<file path="src/rtl/interrupt_sequencer.sv">
// ----------------------------------------------------------------------------
// interrupt_sequencer
//   Interrupt controller for the multi-cycle MIPS core. It arbitrates between
//   the level-sensitive maskable INT line and the edge-triggered NMI line, with
//   NMI winning. An interrupt is taken only at an instruction boundary. The
//   block then sequences the EPC save, the vector dispatch and the INA
//   acknowledge (INT only), and stays in service until the handler runs eret.
//
// Ports
//   clk            in   system clock, rising edge
//   rst_n          in   asynchronous active-low reset
//   INT            in   maskable request, level, active high
//   NMI            in   non-maskable request, rising-edge triggered
//   INTD           in   interrupt disable, masks INT only
//   instr_boundary in   1-cycle pulse at fetch-state entry
//   pc_current     in   PC of the next instruction to execute
//   eret           in   1-cycle handler-return pulse
//   take           out  1-cycle pulse: load handler_pc into PC
//   handler_pc     out  vector address, valid while take=1
//   epc_we         out  1-cycle EPC write enable
//   epc_out        out  value to write into EPC
//   cause          out  00 none, 01 INT, 10 NMI; held from SAVE until eret
//   INA            out  interrupt acknowledge to the device (INT only)
//   busy           out  high whenever the sequencer is not idle
// ----------------------------------------------------------------------------
module interrupt_sequencer #(
    parameter logic [31:0] VECTOR_NMI = 32'h8000_0100,
    parameter logic [31:0] VECTOR_INT = 32'h8000_0180,
    parameter int unsigned ACK_CYCLES = 2
) (
    input  logic        clk,
    input  logic        rst_n,
    input  logic        INT,
    input  logic        NMI,
    input  logic        INTD,
    input  logic        instr_boundary,
    input  logic [31:0] pc_current,
    input  logic        eret,
    output logic        take,
    output logic [31:0] handler_pc,
    output logic        epc_we,
    output logic [31:0] epc_out,
    output logic [1:0]  cause,
    output logic        INA,
    output logic        busy
);

    localparam int unsigned CNT_W = $clog2(ACK_CYCLES + 1);

    localparam logic [1:0] CAUSE_NONE = 2'b00;
    localparam logic [1:0] CAUSE_INT  = 2'b01;
    localparam logic [1:0] CAUSE_NMI  = 2'b10;

    typedef enum logic [2:0] {
        S_IDLE,
        S_ARM,
        S_SAVE,
        S_DISPATCH,
        S_ACK,
        S_INSVC
    } state_t;

    state_t             state_q;
    logic               nmi_q;
    logic               nmi_pend_q;
    logic               nmi_pend_d;
    logic               int_req;
    logic               take_q;
    logic               epc_we_q;
    logic               ina_q;
    logic [1:0]         cause_q;
    logic [31:0]        hpc_q;
    logic [31:0]        epc_q;
    logic [CNT_W-1:0]   ack_cnt_q;

    // A new NMI edge in the same cycle as the SAVE-stage clear must win, so
    // the set is applied after the clear.
    always_comb begin
        int_req    = INT & ~INTD;
        nmi_pend_d = nmi_pend_q;
        if (state_q == S_SAVE && cause_q == CAUSE_NMI)
            nmi_pend_d = 1'b0;
        if (NMI && !nmi_q)
            nmi_pend_d = 1'b1;
    end

    always_ff @(posedge clk or negedge rst_n) begin
        if (!rst_n) begin
            state_q    <= S_IDLE;
            nmi_q      <= 1'b0;
            nmi_pend_q <= 1'b0;
            take_q     <= 1'b0;
            epc_we_q   <= 1'b0;
            ina_q      <= 1'b0;
            cause_q    <= CAUSE_NONE;
            hpc_q      <= 32'd0;
            epc_q      <= 32'd0;
            ack_cnt_q  <= '0;
        end else begin
            nmi_q      <= NMI;
            nmi_pend_q <= nmi_pend_d;
            take_q     <= 1'b0;
            epc_we_q   <= 1'b0;
            case (state_q)
                S_IDLE: begin
                    if (nmi_pend_q || int_req)
                        state_q <= S_ARM;
                end
                S_ARM: begin
                    // A request that vanished (dropped or masked) before the
                    // boundary is abandoned without side effects.
                    if (!(nmi_pend_q || int_req)) begin
                        state_q <= S_IDLE;
                    end else if (instr_boundary) begin
                        cause_q  <= nmi_pend_q ? CAUSE_NMI : CAUSE_INT;
                        epc_q    <= pc_current;
                        epc_we_q <= 1'b1;
                        state_q  <= S_SAVE;
                    end
                end
                S_SAVE: begin
                    hpc_q   <= (cause_q == CAUSE_NMI) ? VECTOR_NMI : VECTOR_INT;
                    take_q  <= 1'b1;
                    state_q <= S_DISPATCH;
                end
                S_DISPATCH: begin
                    if (cause_q == CAUSE_INT) begin
                        ina_q     <= 1'b1;
                        ack_cnt_q <= CNT_W'(ACK_CYCLES - 1);
                        state_q   <= S_ACK;
                    end else begin
                        state_q   <= S_INSVC;
                    end
                end
                S_ACK: begin
                    if (ack_cnt_q == '0) begin
                        ina_q   <= 1'b0;
                        state_q <= S_INSVC;
                    end else begin
                        ack_cnt_q <= ack_cnt_q - 1'b1;
                    end
                end
                S_INSVC: begin
                    if (eret) begin
                        cause_q <= CAUSE_NONE;
                        state_q <= S_IDLE;
                    end
                end
                default: state_q <= S_IDLE;
            endcase
        end
    end

    assign take       = take_q;
    assign handler_pc = hpc_q;
    assign epc_we     = epc_we_q;
    assign epc_out    = epc_q;
    assign cause      = cause_q;
    assign INA        = ina_q;
    assign busy       = (state_q != S_IDLE);

endmodule
</file>
<file path="config.mk">
export PLATFORM = sky130hd
export DESIGN_NAME = interrupt_sequencer
export DESIGN_NICKNAME = d
export VERILOG_FILES = /design/src/rtl/interrupt_sequencer.sv
export SDC_FILE = /design/constraint.sdc
export NUM_CORES = 1
export LEC_CHECK = 0
export CAP_MARGIN = 5
export CORE_MARGIN = 3
export CORE_UTILIZATION = 43
export CTS_CLUSTER_DIAMETER = 40
export CTS_CLUSTER_SIZE = 28
export DETAILED_ROUTE_END_ITERATION = 7
export PLACE_DENSITY_LB_ADDON = 0.2
export SYNTH_ARGS = -nofsm -noshare
export SYNTH_HDL_FRONTEND = slang
export SYNTH_SLANG_ARGS = --single-unit
</file>
<file path="constraint.sdc">
create_clock -name clk -period 3.17 [get_ports clk]
set_input_delay 0.317 -clock clk [delete_from_list [all_inputs] [get_ports clk]]
set_output_delay 0.317 -clock clk [all_outputs]
set_load 0.1 [all_outputs]
</file>
==> results.py, run 1 <==
metrics = {
    "placement": {
        "gp_congestion": 0.838,
        "numPortBuffers": 79,
        "place_area_sq_mm": 0.00291,
        "post-place-ws_ns": 0.631,
        "hpwlAfterDp_um": 3110,
    },
    "routing": {
        "vias": 1382,
        "top_layer_used": "met4",
        "viasPerCell": 4.37,
        "remaining_drc_errors": 0,
        "drt-wirelength-per-cell_um": 13.4,
        "wl_met2_um": 2020,
        "wl_um": 4230,
        "ant_nets": 0,
        "drtIter0Drc": 38,
        "met1_length_um": 1860,
        "dr.pass1.iters": 6,
        "wl_met3_um": 278,
    },
    "job": {
        "maxCapViolations": 0,
    },
    "synth": {
        "synth_fa_ha_area_frac": 0.00568,
        "synthMuxAreaShare": 0.223,
        "synth_seq_area_share": 0.523,
        "yosys_warnings": 0,
        "netlist_instances": 168,
        "ys_ff_latch": 46,
        "synth_simple_gate_area_share": 0.0545,
        "ys_types": 28,
        "netlist_area_sq_mm": 0.00220,
        "synth_xor_area_frac": 0,
        "synth_top_family_by_area": "multiplexers",
        "synth.avg_cell_area_sq_um": 13.1,
        "synth_compound_area_frac": 0.0534,
    },
    "floorplanning": {
        "die_x_um": 77.6,
        "dieHeight_um": 77.6,
        "dieArea_sq_mm": 0.00602,
        "ios": 109,
        "core_area_sq_mm": 0.00485,
        "rows": 25,
        "start_util": 0.454,
    },
    "layout": {
        "syn2layout_area_growth_pct": 38.8,
        "drive_above_1_share": 0.193,
        "final_nets": 288,
        "fillers": 384,
        "layout_commonest_cell": "clkdlybuf4s50_1",
        "n_antenna_cell": 0,
        "stdcell_area_sq_mm": 0.00306,
        "final_cell_mix": "77 x clkdlybuf4s50_1, 46 x dfrtp_1, 29 x mux2_4, 29 x conb_1, 11 x nand2_1",
    },
    "timing": {
        "hold_violations": 0,
        "finalSetupTns_ns": 0,
        "clock_skew_ns": 0.00420,
        "rsz0062_at_grt": "no",
        "slew_headroom": 0.290,
        "period_share": 0.698,
        "layout_setup_ws_ns": 0.958,
        "worstMarginPinSlew_ns": 1.06,
        "finalMaxSlewViolations": 0,
        "fin_crit_ns": 2.21,
        "max_freq_mhz": 452,
        "setup_viol": 0,
    },
    "clock_tree": {
        "cts_max_path_buffers": 2,
        "cts_setup_buffers": 0,
        "ctsHtreeMaxLevel": 2,
        "worstSkewPairLatency_ns": 0.30,
        "cts_root_buffer": "clkbuf_8",
        "cts_hold_buf": 0,
        "tritoncts": "yes",
        "clock_sinks": 46,
        "numCtsBuffers": 5,
        "path_clk_slew_ns": 0.08,
        "cts_resized": 0,
    },
    "setup_path": {
        "cp-startpoint": "INT",
        "worst-r2r-cell-count": 3,
        "required_ns": 3.35,
        "reg2reg_from": "nmi_pend_q$_DFFE_PN0P_",
        "crit_path_end": "epc_out[17]$_DFFE_PN0P_",
        "crit_fanout": 25,
        "worst_setup_path_end_kind": "register",
        "worstPathArrival_ns": 2.39,
        "worst-setup-path-type": "input port to register",
        "r2r-end": "epc_out[17]$_DFFE_PN0P_",
        "reg2reg_slack_ns": 1.07,
        "cp-start-kind": "input port",
    },
    "run_status": {
        "status": "complete, no violations",
    },
    "min_path": {
        "hold_path_class": "input port to asynchronous set/reset pin",
    },
    "global_route": {
        "antenna_found_initial": 0,
        "overflow": 0,
        "grt_pass1_wl_um": 6790,
        "grt.total_usage": 0.146,
        "grt_start_max_net_pins": 47,
        "grt_pass1_vias": 1369,
    },
}
layer usage:
metal	vias to the layer above	global-route usage
met3	6	0.0464
met2	59	0.226
met5	-	0
met1	658	0.188
li1	659	-
met4	0	0.0641
flip-flops by register name (all words and copies together) (netlist names):
signal,flops
epc_we,1
take,1
cause,2
epc_out,32
handler_pc,2
ack_cnt_q,2
INA,1
state_q,3
nmi_pend_q,1
nmi_q,1
cell usage after synthesis:
| cell type | number | area (sq um) |
|---|---|---|
| o22a_1 | 1 | 8.76 |
| dfrtp_1 | 46 | 1150 |
| nand2_1 | 11 | 41.3 |
| mux2_2 | 5 | 56.3 |
| o21a_1 | 1 | 7.51 |
| buf_4 | 30 | 225 |
| and4bb_2 | 1 | 12.5 |
| nor2b_1 | 2 | 12.5 |
| ha_1 | 1 | 12.5 |
| a21oi_1 | 4 | 20.0 |
| o21ai_1 | 1 | 5.00 |
| o21ai_0 | 7 | 35.0 |
| inv_1 | 8 | 30.0 |
| nand3_1 | 1 | 5.00 |
| a2bb2oi_1 | 1 | 8.76 |
| a21boi_0 | 1 | 7.51 |
| o21ai_2 | 1 | 8.76 |
| buf_2 | 1 | 5.00 |
| a211oi_1 | 1 | 7.51 |
| mux2_4 | 29 | 435 |
| buf_6 | 4 | 45.0 |
| nor2_1 | 4 | 15.0 |
| conb_1 | 1 | 3.75 |
| o2111ai_1 | 1 | 8.76 |
| nand2b_1 | 2 | 12.5 |
| nor3b_1 | 1 | 7.51 |
| or4_1 | 1 | 7.51 |
| or2_2 | 1 | 6.26 |
worst max-delay path, cell delays in order:
cell             delay (ns)
clkdlybuf4s50_1        0.40
nor2b_1                0.18
o21ai_4                0.83
buf_4                  0.35
mux2_4                 0.32
kinds of logic after synthesis:
logic type / Yosys count
other: 1
AND/OR/NAND/NOR: 24
flip-flops: 46
AO/OA/AOI/OAI: 19
adder cells (fa/ha/maj): 1
buffers and inverters: 43
multiplexers: 34
final cells by class:
| class | count | area (sq um) | area share |
|---|---|---|---|
| Sequential cell | 46 | 1150 | 0.377 |
| Multi-Input combinational cell | 107 | 858 | 0.281 |
| Timing Repair Buffer | 80 | 791 | 0.259 |
| Tap cell | 67 | 83.8 | 0.0274 |
| Clock buffer | 6 | 82.6 | 0.0270 |
| Clock inverter | 2 | 60.1 | 0.0196 |
| Inverter | 8 | 30.0 | 0.00982 |
how the worst min path moves through the flow:
stage	cells after the start	to	start	slack [ns]
after global placement	1	nmi_pend_q$_DFFE_PN0P_	nmi_q$_DFF_PN0_	0.41
final	1	handler_pc[7]$_DFFE_PN0P_	rst_n	0.19
after floorplan	0	INA$_DFFE_PN0P_	rst_n	0.02
after CTS	1	handler_pc[7]$_DFFE_PN0P_	rst_n	0.22
after global routing	1	handler_pc[7]$_DFFE_PN0P_	rst_n	0.26
after detailed placement	1	nmi_pend_q$_DFFE_PN0P_	nmi_q$_DFF_PN0_	0.43
metrics by stage:
step,instances,utilization,hold slack [ns]
2_1_floorplan,196,-,0.0214
3_3_place_gp,308,0.601,0.411
3_5_place_dp,308,0.601,0.434
4_1_cts,316,0.630,0.218
5_1_grt,316,0.630,0.256
6_report,316,0.630,0.190
Power of run 1 is left out: the tool's default activity adds up to more than one toggle a clock period on the data nets, which glitch-free logic cannot reach.
==> run 2, diff against run 1 <==
--- a/config.mk
+++ b/config.mk
@@ -7,7 +7,7 @@
 export LEC_CHECK = 0
 export CAP_MARGIN = 5
 export CORE_MARGIN = 3
-export CORE_UTILIZATION = 43
+export CORE_UTILIZATION = 36
 export CTS_CLUSTER_DIAMETER = 40
 export CTS_CLUSTER_SIZE = 28
 export DETAILED_ROUTE_END_ITERATION = 7
==> constraint.sdc (replaced) <==
create_clock -name clk -period 2 [get_ports clk]
set_input_delay 0.2 -clock clk [delete_from_list [all_inputs] [get_ports clk]]
set_output_delay 0.2 -clock clk [all_outputs]
set_load 0.1 [all_outputs]
==> run 2 against run 1 <==
Net effect:
- first-iteration DRC count rose by 29%
- non-clock buffer count up 5
- via count is 2.7% higher
- die area increased by 18%
- hold slack gained 0.19 ns
- critical path depth down 1
- register-to-register slack got worse by 0.77 ns
- final cell count grew 2.8%
- routed wire length increased by 0.83%
- critical path type is now register to register
- count of clock-buffer cells in the layout decreased by 1
==> results.py, run 2 (same netlist as run 1, synthesis figures left out) <==
metrics = {
    "timing": {
        "finalSetupTns_ns": 0,
        "finalMaxSlewViolations": 0,
        "hold_violations": 0,
        "period_share": 0.850,
        "slew_headroom": 0.633,
        "layout_setup_ws_ns": 0.300,
        "worstMarginPinSlew_ns": 0.550,
        "max_freq_mhz": 588,
        "setup_viol": 0,
        "rsz0062_at_grt": "no",
        "clock_skew_ns": 0.0119,
        "fin_crit_ns": 1.70,
    },
    "routing": {
        "met1_length_um": 1900,
        "drtIter0Drc": 49,
        "drt-wirelength-per-cell_um": 13.1,
        "ant_nets": 0,
        "wl_met2_um": 1890,
        "remaining_drc_errors": 0,
        "vias": 1419,
        "top_layer_used": "met4",
        "viasPerCell": 4.37,
        "wl_um": 4270,
        "dr.pass1.iters": 4,
        "wl_met3_um": 402,
    },
    "global_route": {
        "grt_pass1_wl_um": 7040,
        "grt_pass1_vias": 1440,
        "grt.total_usage": 0.123,
        "overflow": 0,
        "antenna_found_initial": 0,
        "grt_start_max_net_pins": 25,
    },
    "setup_path": {
        "cp-start-kind": "register",
        "slowest_delay_ns": 0.50,
        "cp_slowest_cell": "dfrtp_1",
        "crit_family": "flip-flops",
        "required_ns": 2.18,
        "worst-setup-path-type": "register to register",
        "worstPathArrival_ns": 1.88,
        "worst_setup_path_end_kind": "register",
        "cp-startpoint": "state_q[2]$_DFFE_PN0P_",
        "crit_path_cell_trace": "and4bb_2, o21ai_4, buf_4, mux2_2",
        "crit_buf_inv": 1,
        "crit_fanout": 15,
        "reg2reg_from": "state_q[2]$_DFFE_PN0P_",
    },
    "layout": {
        "layout_commonest_cell": "dfrtp_1",
        "largest_register_ffs": 32,
        "syn2layout_area_growth_pct": 35.2,
        "final_util": 0.521,
        "final_cell_mix": "46 x dfrtp_1, 43 x buf_4, 37 x clkdlybuf4s50_1",
        "stdcell_area_sq_mm": 0.00298,
        "final_nets": 293,
        "n_antenna_cell": 0,
        "drive_above_1_share": 0.360,
    },
    "clock_tree": {
        "clock_sinks": 46,
        "worstSkewPairLatency_ns": 0.29,
        "cts_root_buffer": "clkbuf_8",
        "path_clk_slew_ns": 0.09,
        "cts_setup_buffers": 0,
        "ctsHtreeMaxLevel": 2,
        "numCtsBuffers": 5,
        "cts_max_path_buffers": 2,
        "tritoncts": "yes",
        "cts_resized": 0,
    },
    "min_path": {
        "worstHoldStart": "NMI",
        "hold_path_class": "input port to register",
    },
    "run_status": {
        "status": "complete, no violations",
    },
    "placement": {
        "post-place-ws_ns": 0.160,
        "place_area_sq_mm": 0.00289,
        "hpwlAfterDp_um": 3240,
        "gp_congestion": 0.784,
        "numPortBuffers": 79,
    },
    "floorplanning": {
        "rows": 27,
        "ios": 109,
        "start_util": 0.386,
        "dieArea_sq_mm": 0.00709,
        "core_area_sq_mm": 0.00571,
        "die_x_um": 84.2,
        "dieHeight_um": 84.2,
    },
    "job": {
        "maxCapViolations": 0,
    },
}
## run 2: changes by cell type in the layout (fill, tap and decap cells not counted), sizes merged
cell           previous run  this run
dlygate4sd3               0         1
clkinv                    0         2
clkbuf                    6         5
bufinv                    2         0
buf                       3        47
clkdlybuf4s50            77        37
## run 2: final cells by class
class	instances	area, sq um
flip-flops and latches	46	1150
fillers	531	2730
inverters	8	30.0
multi-input cells	107	858
clock buffers	5	68.8
repair buffers	85	768
clock inverters	2	10.0
well taps	72	90.1
## run 2: repair_timing
action | 4_1_cts | 5_1_grt
hold endpoints to repair | 22 | 0
endpoints found under the setup margin | 0 | 0
hold buffers | 1 | 0
## run 2: path summary, 6_finish.rpt
kind | to | slack [ns] | cells past startpoint
setup / recovery | epc_out[31]$_DFFE_PN0P_ | 0.30 | 4
hold / removal | nmi_q$_DFF_PN0_ | 0.38 | 1
setup reg to reg | epc_out[31]$_DFFE_PN0P_ | 0.30 | 4
hold reg to reg | nmi_pend_q$_DFFE_PN0P_ | 0.46 | 1
max in group asynchronous | epc_out[27]$_DFFE_PN0P_ | 1.06 | 3
min in group asynchronous | handler_pc[8]$_DFFE_PN0P_ | 0.41 | 2
## run 2: metrics by stage
step | std cells | hold WS (ns)
after global routing | 325 | 0.371
after floorplan | 196 | -0.0956
after detailed placement | 317 | 0.213
final | 325 | 0.375
after CTS | 325 | 0.368
after global placement | 317 | 0.208
## run 2: routing by layer
layer,track usage,up-vias
li1,-,668
met1,0.161,668
met2,0.193,75
met3,0.0353,8
met4,0.0482,0
met5,0,-
Power of run 2 is left out for the same reason.
==> run 3, diff against run 2 <==
--- a/config.mk
+++ b/config.mk
@@ -7,7 +7,7 @@
 export LEC_CHECK = 0
 export CAP_MARGIN = 5
 export CORE_MARGIN = 3
-export CORE_UTILIZATION = 36
+export CORE_UTILIZATION = 40
 export CTS_CLUSTER_DIAMETER = 40
 export CTS_CLUSTER_SIZE = 28
 export DETAILED_ROUTE_END_ITERATION = 7
==> constraint.sdc (replaced) <==
create_clock -name clk -period 1.8 [get_ports clk]
set_input_delay 0.18 -clock clk [delete_from_list [all_inputs] [get_ports clk]]
set_output_delay 0.18 -clock clk [all_outputs]
set_load 0.1 [all_outputs]
==> run 3 against run 2 <==
Net effect:
- setup slack got worse by 0.067 ns
- register-to-register slack got worse by 0.07 ns
- sequential cell count did not move
- critical path type unchanged
- largest cell class unchanged
==> results.py, run 3 (same netlist as run 1, synthesis figures left out) <==
metrics = {
    "run_status": {
        "status": "complete, no violations",
    },
    "clock_tree": {
        "path_clk_slew_ns": 0.08,
        "worstSkewPairLatency_ns": 0.29,
        "numCtsBuffers": 5,
        "tritoncts": "yes",
        "cts_root_buffer": "clkbuf_8",
        "cts_setup_buffers": 0,
        "ctsHtreeMaxLevel": 2,
        "clock_sinks": 46,
        "cts_max_path_buffers": 2,
    },
    "setup_path": {
        "required_ns": 1.98,
        "reg2reg_from": "state_q[1]$_DFFE_PN0P_",
        "crit_fanout": 13,
        "r2r-end": "epc_out[12]$_DFFE_PN0P_",
        "worstPathArrival_ns": 1.75,
        "worst-setup-path-type": "register to register",
        "cp-startpoint": "state_q[1]$_DFFE_PN0P_",
        "cp-start-kind": "register",
        "worst_setup_path_end_kind": "register",
        "crit_path_end": "epc_out[12]$_DFFE_PN0P_",
        "worst-r2r-cell-count": 4,
        "reg2reg_slack_ns": 0.23,
    },
    "routing": {
        "vias": 1409,
        "wl_um": 4320,
        "drt-wirelength-per-cell_um": 13.3,
        "remaining_drc_errors": 0,
        "drtIter0Drc": 42,
        "viasPerCell": 4.32,
        "dr.pass1.iters": 4,
        "ant_nets": 0,
    },
    "placement": {
        "numPortBuffers": 79,
        "gp_congestion": 0.819,
        "hpwlAfterDp_um": 3290,
    },
    "layout": {
        "n_antenna_cell": 0,
        "fillers": 441,
        "final_cell_mix": "46 x buf_4, 45 x dfrtp_1, 37 x clkdlybuf4s50_1",
        "syn2layout_area_growth_pct": 36.5,
        "drive_above_1_share": 0.363,
        "layout_commonest_cell": "buf_4",
        "final_nets": 295,
        "largest_register_ffs": 32,
    },
    "floorplanning": {
        "dieArea_sq_mm": 0.00643,
        "core_area_sq_mm": 0.00520,
        "start_util": 0.423,
        "dieHeight_um": 80.2,
        "rows": 26,
        "ios": 109,
        "die_x_um": 80.2,
    },
    "global_route": {
        "grt_start_max_net_pins": 22,
        "use_met2": 0.199,
        "grt_pass1_vias": 1360,
        "antenna_found_initial": 0,
        "gr-usage-met3": 0.0572,
        "grt_most_used_layer": "met2",
        "grt_pass1_wl_um": 6870,
        "met1_usage": 0.196,
        "grt.total_usage": 0.141,
        "overflow": 0,
    },
    "timing": {
        "rsz0062_at_grt": "no",
        "finalSetupTns_ns": 0,
        "hold_violations": 0,
        "fin_crit_ns": 1.57,
        "max_freq_mhz": 638,
        "clock_skew_ns": 0.00637,
        "finalMaxSlewViolations": 0,
        "setup_viol": 0,
        "period_share": 0.870,
    },
    "min_path": {
        "hold_path_class": "input port to register",
    },
    "job": {
        "maxCapViolations": 0,
    },
}
## run 3: changes by cell type in the layout (fill, tap and decap cells not counted)
cell / before / now
buf_12: 3 / 2
buf_4: 43 / 46
bufinv_16: 0 / 1
clkbuf_1: 0 / 2
clkinv_2: 2 / 0
dfrtp_1: 46 / 45
dfrtp_2: 0 / 1
## run 3: layout make-up
| cell class | count | area [sq um] | share of cell area |
|---|---|---|---|
| clock inverters | 1 | 30.0 | 0.00999 |
| clock buffers | 7 | 76.3 | 0.0254 |
| inverters | 8 | 30.0 | 0.00999 |
| repair buffers | 87 | 771 | 0.256 |
| well taps | 70 | 87.6 | 0.0291 |
| flip-flops and latches | 46 | 1150 | 0.383 |
| multi-input cells | 107 | 858 | 0.286 |
## run 3: worst min-delay path by stage
stage | to | depth (start not counted) | start | slack (ns)
CTS | nmi_q$_DFF_PN0_ | 1 | NMI | 0.35
global placement | take$_DFF_PN0_ | 1 | rst_n | 0.17
global route | nmi_q$_DFF_PN0_ | 1 | NMI | 0.37
detailed placement | handler_pc[7]$_DFFE_PN0P_ | 1 | rst_n | 0.16
finish | nmi_q$_DFF_PN0_ | 1 | NMI | 0.36
floorplan | INA$_DFFE_PN0P_ | 0 | rst_n | -0.12
## run 3: per-stage QoR
step,util,setup slack (ns),instances,hold WS [ns],cell area (sq um)
final,0.577,0.233,326,0.357,3010
after global routing,0.577,0.167,326,0.368,3010
after CTS,0.577,0.222,326,0.351,3010
after detailed placement,0.555,0.0649,317,0.161,2890
after global placement,0.555,0.100,317,0.171,2890
after floorplan,-,0.0629,196,-0.116,2310
## run 3: per-layer routing
metal	up-vias	wire length (um)
li1	676	-
met2	76	1900
met4	0	42
met1	650	1920
met5	-	0
met3	7	462
## run 3: worst max-delay path, cell delays in order, from the launching register on
cell and delay [ns]:
dfrtp_1 0.46, and4bb_2 0.38, o21ai_4 0.08, buf_4 0.22, mux2_4 0.31
## run 3: what timing repair did
| action | in CTS | in global routing |
|---|---|---|
| resized for setup | 0 | 0 |
| endpoints found under the hold margin | 19 | 0 |
| hold buffers | 1 | 0 |
| endpoints found under the setup margin | 0 | 0 |
Power of run 3 is left out for the same reason.
